`src/rtl/fetch_sequencer.sv`:
```
// Instruction fetch/sequencing stage: PC, IR and flag register plus the FETCH/EXEC state machine.
// Optional single-step mode is compiled in with FETCH_SEQ_STEP_EN (adds the step input and STEP_WAIT).
module fetch_sequencer #(
  parameter int PC_W    = 3,
  parameter int INSTR_W = 10
) (
  input  logic               clk,
  input  logic               rst_n,
  input  logic               run,
`ifdef FETCH_SEQ_STEP_EN
  input  logic               step,
`endif
  input  logic [INSTR_W-1:0] imem_data,
  input  logic               imem_ready,
  input  logic               jmp_sel,
  input  logic               flag_we,
  input  logic               alu_zf,
  input  logic               alu_sf,
  input  logic               alu_cf,
  output logic [PC_W-1:0]    imem_addr,
  output logic               imem_rd,
  output logic [PC_W-1:0]    pc,
  output logic [3:0]         opcode,
  output logic [2:0]         field_a,
  output logic [2:0]         field_b,
  output logic               zf,
  output logic               sf,
  output logic               cf,
  output logic               exec_valid,
  output logic               halted
);

  localparam logic [3:0] OP_HALT = 4'b1111;

  typedef enum logic [2:0] {
    S_IDLE,
    S_FETCH,
    S_EXEC,
`ifdef FETCH_SEQ_STEP_EN
    S_STEP_WAIT,
`endif
    S_HALT
  } state_t;

  state_t             state_q, state_d;
  logic [PC_W-1:0]    pc_q, pc_d;
  logic [INSTR_W-1:0] ir_q, ir_d;
  logic [2:0]         flags_q, flags_d;
  logic [PC_W-1:0]    jmp_tgt;

  // Jump target is the low IR field, zero-extended for wide PCs and truncated for narrow ones.
  always_comb begin
    jmp_tgt = '0;
    for (int i = 0; i < PC_W; i++) begin
      if (i < 3) jmp_tgt[i] = ir_q[i];
    end
  end

`ifdef FETCH_SEQ_STEP_EN
  // A held step advances once; it must drop low before it can release STEP_WAIT again.
  logic step_armed_q, step_armed_d;

  always_comb begin
    step_armed_d = step_armed_q;
    if (!step) step_armed_d = 1'b1;
    else if (state_q == S_STEP_WAIT && step_armed_q) step_armed_d = 1'b0;
  end

  always_ff @(posedge clk or negedge rst_n) begin
    if (!rst_n) step_armed_q <= 1'b1;
    else        step_armed_q <= step_armed_d;
  end
`endif

  always_comb begin
    state_d = state_q;
    pc_d    = pc_q;
    ir_d    = ir_q;
    flags_d = flags_q;
    unique case (state_q)
      S_IDLE: begin
        if (run) state_d = S_FETCH;
      end
      S_FETCH: begin
        if (imem_ready) begin
          ir_d    = imem_data;
          state_d = S_EXEC;
        end
      end
      S_EXEC: begin
        pc_d = jmp_sel ? jmp_tgt : pc_q + PC_W'(1);
        if (flag_we) flags_d = {alu_zf, alu_sf, alu_cf};
        if (ir_q[9:6] == OP_HALT) state_d = S_HALT;
`ifdef FETCH_SEQ_STEP_EN
        else                      state_d = S_STEP_WAIT;
`else
        else if (run)             state_d = S_FETCH;
        else                      state_d = S_IDLE;
`endif
      end
`ifdef FETCH_SEQ_STEP_EN
      S_STEP_WAIT: begin
        if (step && step_armed_q) state_d = S_FETCH;
        else if (!run)            state_d = S_IDLE;
      end
`endif
      S_HALT: begin
        state_d = S_HALT;
      end
      default: state_d = S_IDLE;
    endcase
  end

  always_ff @(posedge clk or negedge rst_n) begin
    if (!rst_n) begin
      state_q <= S_IDLE;
      pc_q    <= '0;
      ir_q    <= '0;
      flags_q <= '0;
    end else begin
      state_q <= state_d;
      pc_q    <= pc_d;
      ir_q    <= ir_d;
      flags_q <= flags_d;
    end
  end

  assign imem_addr  = pc_q;
  assign imem_rd    = (state_q == S_FETCH);
  assign pc         = pc_q;
  assign opcode     = ir_q[9:6];
  assign field_a    = ir_q[5:3];
  assign field_b    = ir_q[2:0];
  assign zf         = flags_q[2];
  assign sf         = flags_q[1];
  assign cf         = flags_q[0];
  assign exec_valid = (state_q == S_EXEC);
  assign halted     = (state_q == S_HALT);

endmodule

```
`config.mk`:
```
export PLATFORM = sky130hd
export DESIGN_NAME = fetch_sequencer
export DESIGN_NICKNAME = d
export VERILOG_FILES = /design/src/rtl/fetch_sequencer.sv
export SDC_FILE = /design/constraint.sdc
export NUM_CORES = 1
export LEC_CHECK = 0
export ABC_AREA = 1
export CAP_MARGIN = 20
export CORE_UTILIZATION = 43
export CTS_CLUSTER_SIZE = 12
export DETAILED_ROUTE_END_ITERATION = 10
export PLACE_DENSITY = 0.89
export SETUP_SLACK_MARGIN = 0.4
export SLEW_MARGIN = 5
export SYNTH_ARGS = -nofsm -noshare
export SYNTH_HDL_FRONTEND = slang
export SYNTH_SLANG_ARGS = --single-unit
```
`constraint.sdc`:
```
create_clock -name clk -period 2.05 [get_ports clk]
set_input_delay 0.41 -clock clk [delete_from_list [all_inputs] [get_ports clk]]
set_output_delay 0.41 -clock clk [all_outputs]
set_load 0.005 [all_outputs]
```
After elaboration in Yosys (flattened, before gate mapping)

Cells that the tools add are included.

Bits in registers: 19
Input port bits: 19
Output and inout bits: 22
Logic and storage cells: 21

Add/subtract/negate cells: 1
Equal/unequal tests: 6
Muxes and demuxes: 6
Reductions and logical operators: 4

Operator list:

| cell                | number |
|---|---|
| $pmux 3 s4          | 1 |
| $mux 3              | 3 |
| $eq 3x2->1 const B  | 2 |
| $reduce_and 2->1    | 3 |
| $eq 4x4->1 const B  | 1 |
| $ne 2x2->1 const B  | 2 |
| $add 3x1->3 const B | 1 |
| $eq 3x1->1 const B  | 1 |
| $logic_not 3->1     | 1 |
| $mux 2              | 1 |
| $mux 1              | 1 |

Logic depth before layout (Yosys ltp)

Gate-level depths: netlist of run 1.

Word-level depth: 3
Mapped depth: 7
Mapped depth without buffers: 7

Worst setup path before layout of run 1

Ideal clock, no wire load.

Path kind: register to output
From: reg state_q[1]
To: out imem_rd
Arrival: 0.669 ns
Required time: 1.640 ns
Path slack: 0.971 ns
Stages on the path, launching flop included: 4
Buffers on the path: 0
Path through: dfrtp_1 > inv_1 > nand2_1 > inv_1

Longest elaborated chain between the ends: 1

Ends and longest elaborated chain:

| what                   | line | source |
|---|---|---|
| from (decl)            | 45   | `state_t state_q, state_d;` |
| from (signal assigned) | 121  | `state_q <= state_d;` |
| $eq 3x1->1             | 129  | `assign imem_rd = (state_q == S_FETCH);` |
| to (decl)              | 21   | `output logic imem_rd,` |

Every way passes these cells.

Final worst setup path of run 1

From: reg pc_q[1], in the netlist imem_addr[1]
To: out pc[1]

RTL lines:

| what                   | line | source |
|---|---|---|
| from (decl)            | 46   | `logic [PC_W-1:0] pc_q, pc_d;` |
| from (signal assigned) | 122  | `pc_q <= pc_d;` |
| to (decl)              | 22   | `output logic [PC_W-1:0] pc,` |

No word-level cell between the ends.

==> results of run 1 <==
-- kinds of logic after synthesis --
kind of cell             Yosys count  synth area share
AO/OA/AOI/OAI                     15             0.130
adder cells (fa/ha/maj)            1            0.0142
buffers and inverters             23             0.128
flip-flops                        18             0.511
AND/OR/NAND/NOR                   43             0.217
-- power by group through the flow --
stage | Combinational [uW] | Clock [uW] | Sequential [uW]
global route | 1160 | 249 | 659
CTS | 985 | 226 | 648
detailed placement | 858 | 0 | 667
finish | 1060 | 224 | 643
floorplan | 401 | 0 | 654
global placement | 821 | 0 | 655
-- worst max path at each step --
stage	end	slack, ns	cells after the start
after floorplan	imem_rd	0.97	3
after global placement	exec_valid	0.43	2
after detailed placement	imem_rd	0.39	4
after CTS	imem_rd	0.33	4
after global routing	imem_rd	0.40	5
final	pc[1]	0.45	1
-- sequential cells by signal, summed over array words and instances (netlist names) --
name / count
ir_q: 10
flags_q: 3
imem_addr: 3
state_q: 2
-- metrics by stage --
step	power (uW)	hold slack [ns]	worst slack, ns	cell area (um^2)	utilization
detailed placement	1530	0.464	0.393	1280	0.659
finish	1930	0.414	0.451	1460	0.754
CTS	1860	0.421	0.335	1390	0.716
global route	2060	0.431	0.400	1460	0.754
global placement	1480	0.462	0.429	1280	0.659
floorplan	1060	0.114	0.971	882	-
-- timing repair --
action / 4_1_cts / 5_1_grt
setup buffers: 10 / 6
gates resized for setup: 6 / 16
endpoints found under the setup margin: 9 / 17
pin swaps: 1 / 0
-- cell type report --
type                            count  area share
Sequential cell                    18       0.309
Clock buffer                        4      0.0248
Tap cell                           27      0.0231
Timing Repair Buffer               57       0.376
Multi-Input combinational cell     59       0.220
Inverter                           18      0.0479
-- metal layers --
metal | share of wire | vias to the layer above | GRT usage | wire (um)
met5 | 0 | - | 0 | 0
met4 | 0.030 | 0 | 0.137 | 67
met3 | 0.053 | 9 | 0.0500 | 121
met2 | 0.55 | 41 | 0.351 | 1250
met1 | 0.37 | 388 | 0.218 | 831
li1 | - | 414 | - | -
-- cells in the final DEF, fill, tap and decap left out, types with 2 or more instances in the layout --
| master | instances |
|---|---|
| clkbuf_4 | 3 |
| dlymetal6s2s_1 | 11 |
| o21ai_2 | 9 |
| clkdlybuf4s50_1 | 26 |
| inv_1 | 17 |
| nor2_1 | 5 |
| nand3_1 | 5 |
| nand2_1 | 29 |
| clkdlybuf4s15_1 | 2 |
| o21ai_0 | 3 |
| dfrtp_1 | 17 |
| buf_4 | 17 |
==> results by group, run 1 <==
Status
  – Outcome: completed

Power and ir drop
  – Clk network pwr share: 0.116
  – Sequential power share: 0.334
  – Switching share of power: 0.350
  – Sw power: 674 uW
  – Pwr dens: 1320 mW/mm^2
  – P_int: 1250 uW
  – Comb power frac: 0.550
  – P_leak: 0.000836 uW
  – Peak VDD IR: slightly below 0.9 mV

Synth
  – Mapped Area: 882 um^2
  – Share of the synthesized area in the top cell type: 0.511
  – Top cells by count, synth: 30 x nand2_1, 18 x dfrtp_1, 18 x inv_1, 9 x o21ai_2
  – Most frequent cell after synthesis: nand2_1
  – #FFs+latches synth: 18
  – Synth async-reset ratio: 1.00
  – Area leader, netlist: dfrtp_1
  – Top post-synthesis cells by area: dfrtp_1 51%, nand2_1 13%, o21ai_2 8.9%, inv_1 7.7%, nand3_1 2.8%
  – Netlist cell types: 16
  – Post-synth EDFFs: 0
  – Yosys synthesis warning count: 0
  – Sequential area share after synthesis: 0.511
  – Main synth FF type: dfrtp_1
  – Syn_nets: 120
  – Syn Area/Cell: 8.82 um^2
  – Cell count after synthesis: 100

Routing
  – WL final: 2270 um
  – Via density: 4.66
  – Final antenna-violating net count: 0
  – Wire per inst: 12.4 um
  – Drt drc: 0
  – DR iter-0 viols: 25
  – Via count: 852
  – Drt pass-1 iters: 6

Clocking
  – Clk_lat worst skew: 0.30 ns
  – Hold Buf Count CTS: 0
  – Htree depth: 1
  – CTS Sinks: 18
  – TritonCTS clock tree: built
  – Clk pin slew, worst setup/hold paths: 0.11 ns
  – CTS root buf: clkbuf_4
  – Max Buffers Root-to-Sink: 2
  – Num CTS Buffers: 3

Setup path
  – Largest stage delay on the critical path: ~0.51 ns
  – WS Path Type: flip-flop to output pin
  – WP data required: 1.64 ns
  – Reg2reg setup slack: 0.73 ns
  – Largest fanout on the critical path: 3
  – FF-to-FF Start: state_q[1]$_DFFE_PN0P_
  – Critical Path Slowest Stage Cell: clkdlybuf4s50_1
  – R2R depth: 6
  – Worst EP arrival: approximately 1.2 ns
  – Buf/Inv on CP: 1
  – Crit path cell chain: clkdlybuf4s50_1
  – CP top delay family: buffers and inverters
  – Setup crit start: imem_addr[1]$_DFFE_PN0P_
  – Reg2reg end: state_q[0]$_DFFE_PN0P_
  – Critical Path Start Type: flip-flop
  – Critical Path End Type: output pin

Place
  – Placed Instances: 163
  – GP Congestion: ~0.76
  – HPWL Detailed: 1510 um
  – I/O Buffers: 40

Finish
  – Filler Cell Count: between 100 and 150
  – # nets final: 177
  – N_diodes: 0
  – Area grow syn2layout: 66.0%
  – Storage element area: 452 um^2
  – Multi-input gate area: 322 um^2
  – Non-filler cells, final: 183
  – Share of layout cells above drive strength 1: 0.244

Global routing
  – First-pass GRT wire length: between 3000 and 4000 um
  – Initial antenna violation count: 0
  – Largest net degree at the start of global routing: 22
  – GRT Residual Overflow: 0
  – Number of global-route vias before repair: approximately 760
  – Total GRT Usage: 0.204

Floorplanning
  – Core ar.: 0.00194 mm^2
  – Die area: around 0.0022 mm^2
  – Io pins: 41
  – Row Count: 16
  – Width of the die: 47.3 um
  – Die Ht: 47.3 um
  – Starting Density: 0.454

Timing
  – Max-slew violations: 0
  – Fmax: 0.625 GHz
  – RSZ-0062 raised after global routing: false
  – Count of final setup violators: 0
  – Post-route minimum period: 1.60 ns
  – Final Hold Viols: 0
  – Setup TNS: 0 ns
  – Skew final: 0.00478 ns
  – Worst relative slew slack: 0.803
  – Worst slew pin tran: 0.296 ns
  – Final period util: 0.780

Min path
  – HP Class: input port to asynchronous set/reset pin

Flow run
  – MaxCap Viol Count: 0
No activity file was read; power rests on OpenSTA's default activity.
==> inputs of run 2 (changes only) <==
CORE_UTILIZATION = 36   (was 43)
PLACE_DENSITY = 0.8   (was 0.89)
clock period = 1.4 ns   (was 2.05 ns; I/O delays follow)
==> results by group, run 2 (synthesis results as in run 1) <==
Clocking
  – Clk_lat worst skew: 0.28 ns (was 0.30 ns)
  – CTS Sinks: 18 (unchanged)
  – TritonCTS clock tree: built (unchanged)
  – Max Buffers Root-to-Sink: 2 (unchanged)
  – Clk pin slew, worst setup/hold paths: 0.10 ns (was 0.11 ns)
  – Hold Buf Count CTS: 0 (unchanged)
  – CTS root buf: clkbuf_4 (unchanged)
  – Num CTS Buffers: 3 (unchanged)
  – Htree depth: 1 (unchanged)

Finish
  – Non-filler cells, final: 195 (was 183)
  – Post-Route Utilization: 0.724 (was 0.754)
  – Area grow syn2layout: 85.0% (was 66.0%)
  – Multi-input gate area: 462 um^2 (was 322 um^2)
  – Design area: 0.00163 mm^2 (was 0.00146 mm^2)
  – # nets final: 189 (was 177)
  – Most common cell after layout, fill and taps aside: buf_2 (was nand2_1)
  – Max reg flops: 10 (unchanged)
  – N_diodes: 0 (unchanged)
  – Filler Cell Count: 150 (was 135)
  – Top reg by flops: ir_q (unchanged)
  – Commonest cells after routing, fill and taps aside: 21 x buf_2, 18 x dfrtp_1, 18 x clkdlybuf4s50_1, 16 x inv_1, 16 x buf_4 (was 29 x nand2_1, 26 x clkdlybuf4s50_1, 17 x inv_1, 17 x dfrtp_1, 17 x buf_4)
  – Share of layout cells above drive strength 1: 0.563 (was 0.244)
  – Storage element area: 450 um^2 (was 452 um^2)

Min path
  – HP Class: input port to asynchronous set/reset pin (unchanged)

Routing
  – Wire per inst: 14.0 um (was 12.4 um)
  – Drt drc: 0 (unchanged)
  – DR iter-0 viols: 16 (was 25)
  – Via density: 4.66 (about the same)
  – Final antenna-violating net count: 0 (unchanged)
  – WL final: 2730 um (was 2270 um)
  – Drt pass-1 iters: 4 (was 6)
  – Via count: 908 (was 852)

Timing
  – Fmax: 0.734 GHz
  – Setup TNS: 0 ns (unchanged)
  – Worst relative slew slack: 0.819 (was 0.803)
  – Post-route minimum period: 1.36 ns
  – Count of final setup violators: 0 (unchanged)
  – Worst slew pin tran: 0.270 ns (was 0.296 ns)
  – Final period util: 0.973
  – Skew final: 0.00198 ns (was 0.00478 ns)
  – Max-slew violations: 0 (unchanged)
  – Final Hold Viols: 0 (unchanged)
  – RSZ-0062 raised after global routing: true (was false)

Place
  – Placed Area: 0.00134 mm^2 (was 0.00128 mm^2)
  – GP Congestion: 0.704 (was 0.760)
  – Placed Instances: 170 (was 163)
  – HPWL Detailed: 1570 um (was 1510 um)
  – I/O Buffers: 40 (unchanged)

Power and ir drop
  – Peak VDD IR: 1.12 mV (was 0.890 mV)
  – P_leak: 0.000846 uW (was 0.000836 uW)
  – Pwr dens: 2000 mW/mm^2 (was 1320 mW/mm^2)

Floorplanning
  – Width of the die: 51.5 um (was 47.3 um)
  – Io pins: 41 (unchanged)
  – Starting Density: 0.391 (was 0.454)
  – Die area: 0.00265 mm^2 (was 0.00224 mm^2)
  – Die Ht: 51.5 um (was 47.3 um)
  – Core ar.: 0.00225 mm^2 (was 0.00194 mm^2)
  – Row Count: 17 (was 16)

Setup path
  – WP data required: 1.12 ns (was 1.64 ns)
  – Worst EP arrival: 1.08 ns (was 1.19 ns)
  – Critical Path Start Type: flip-flop (unchanged)
  – R2R depth: 10 (was 6)
  – Largest fanout on the critical path: 2 (was 3)
  – WS Path Type: flip-flop to output pin (unchanged)
  – FF-to-FF Start: state_q[1]$_DFFE_PN0P_ (unchanged)
  – Critical Path End Type: output pin (unchanged)
  – Reg2reg setup slack: 0.08 ns (was 0.73 ns)
  – Reg2reg end: imem_addr[2]$_DFFE_PN0P_ (was state_q[0]$_DFFE_PN0P_)

Global routing
  – First-pass GRT wire length: 3710 um (was 3040 um)
  – Largest net degree at the start of global routing: 19 (was 22)
  – GRT Residual Overflow: 0 (unchanged)
  – Total GRT Usage: 0.194 (was 0.204)
  – Initial antenna violation count: 0 (unchanged)
  – Number of global-route vias before repair: 841 (was 764)

Status
  – Outcome: completed (unchanged)

Flow run
  – MaxCap Viol Count: 0 (unchanged)
-- run 2: changes by cell type in the layout (fill, tap and decap cells not counted), sizes merged --
cell / previous run / this run
dlymetal6s2s: 11 / 0
clkdlybuf4s15: 2 / 0
buf: 17 / 50
clkbuf: 5 / 4
clkdlybuf4s50: 26 / 18
-- run 2: worst max-delay path by stage --
stage	startpoint	to	slack (ns)	depth (start not counted)
final	state_q[1]$_DFFE_PN0P_	exec_valid	0.04	4
after global routing	state_q[1]$_DFFE_PN0P_	exec_valid	-0.02	4
after CTS	state_q[1]$_DFFE_PN0P_	exec_valid	0.05	4
after detailed placement	state_q[1]$_DFFE_PN0P_	imem_rd	-0.003	4
after global placement	state_q[1]$_DFFE_PN0P_	imem_rd	0.03	4
after floorplan	imem_addr[0]$_DFFE_PN0P_	imem_addr[1]$_DFFE_PN0P_	0.40	3
-- run 2: what timing repair did --
action | CTS | global route
setup endpoints to repair | 39 | 40
gates resized for setup | 112 | 28
pin swaps | 4 | 6
buffers inserted | 16 | 4
cloned | 1 | 1
-- run 2: cell type report --
cell class | instances | area share
multi-input combinational | 59 | 0.283
timing repair buffer | 69 | 0.364
tap | 28 | 0.0215
inverter | 18 | 0.0414
sequential | 18 | 0.276
clock buffer | 3 | 0.0138
-- run 2: where the power goes --
part / switching, uW / internal, uW
clock: 148 / 99.8
combinational: 950 / 1130
sequential: 166 / 757
-- run 2: per-layer routing --
layer,routed length (um),GRT usage
met2,1490,0.364
met1,1050,0.200
met4,31,0.0901
met3,162,0.0439
met5,0,0
-- run 2: worst max-delay path, stage by stage (launching register included) --
cell and delay, ns:
dfrtp_1 0.41, inv_2 0.08, buf_12 0.13, nor2_4 0.09
buf_6 0.10
-- run 2: metrics by stage --
stage / hold slack [ns] / total power [uW] / setup slack (ns)
finish: 0.315 / 3260 / 0.0373
floorplan: -0.0156 / 1550 / 0.404
global placement: 0.454 / 2270 / 0.0302
CTS: 0.323 / 2810 / 0.0509
global route: 0.326 / 3440 / -0.0162
detailed placement: 0.462 / 2350 / -0.00296
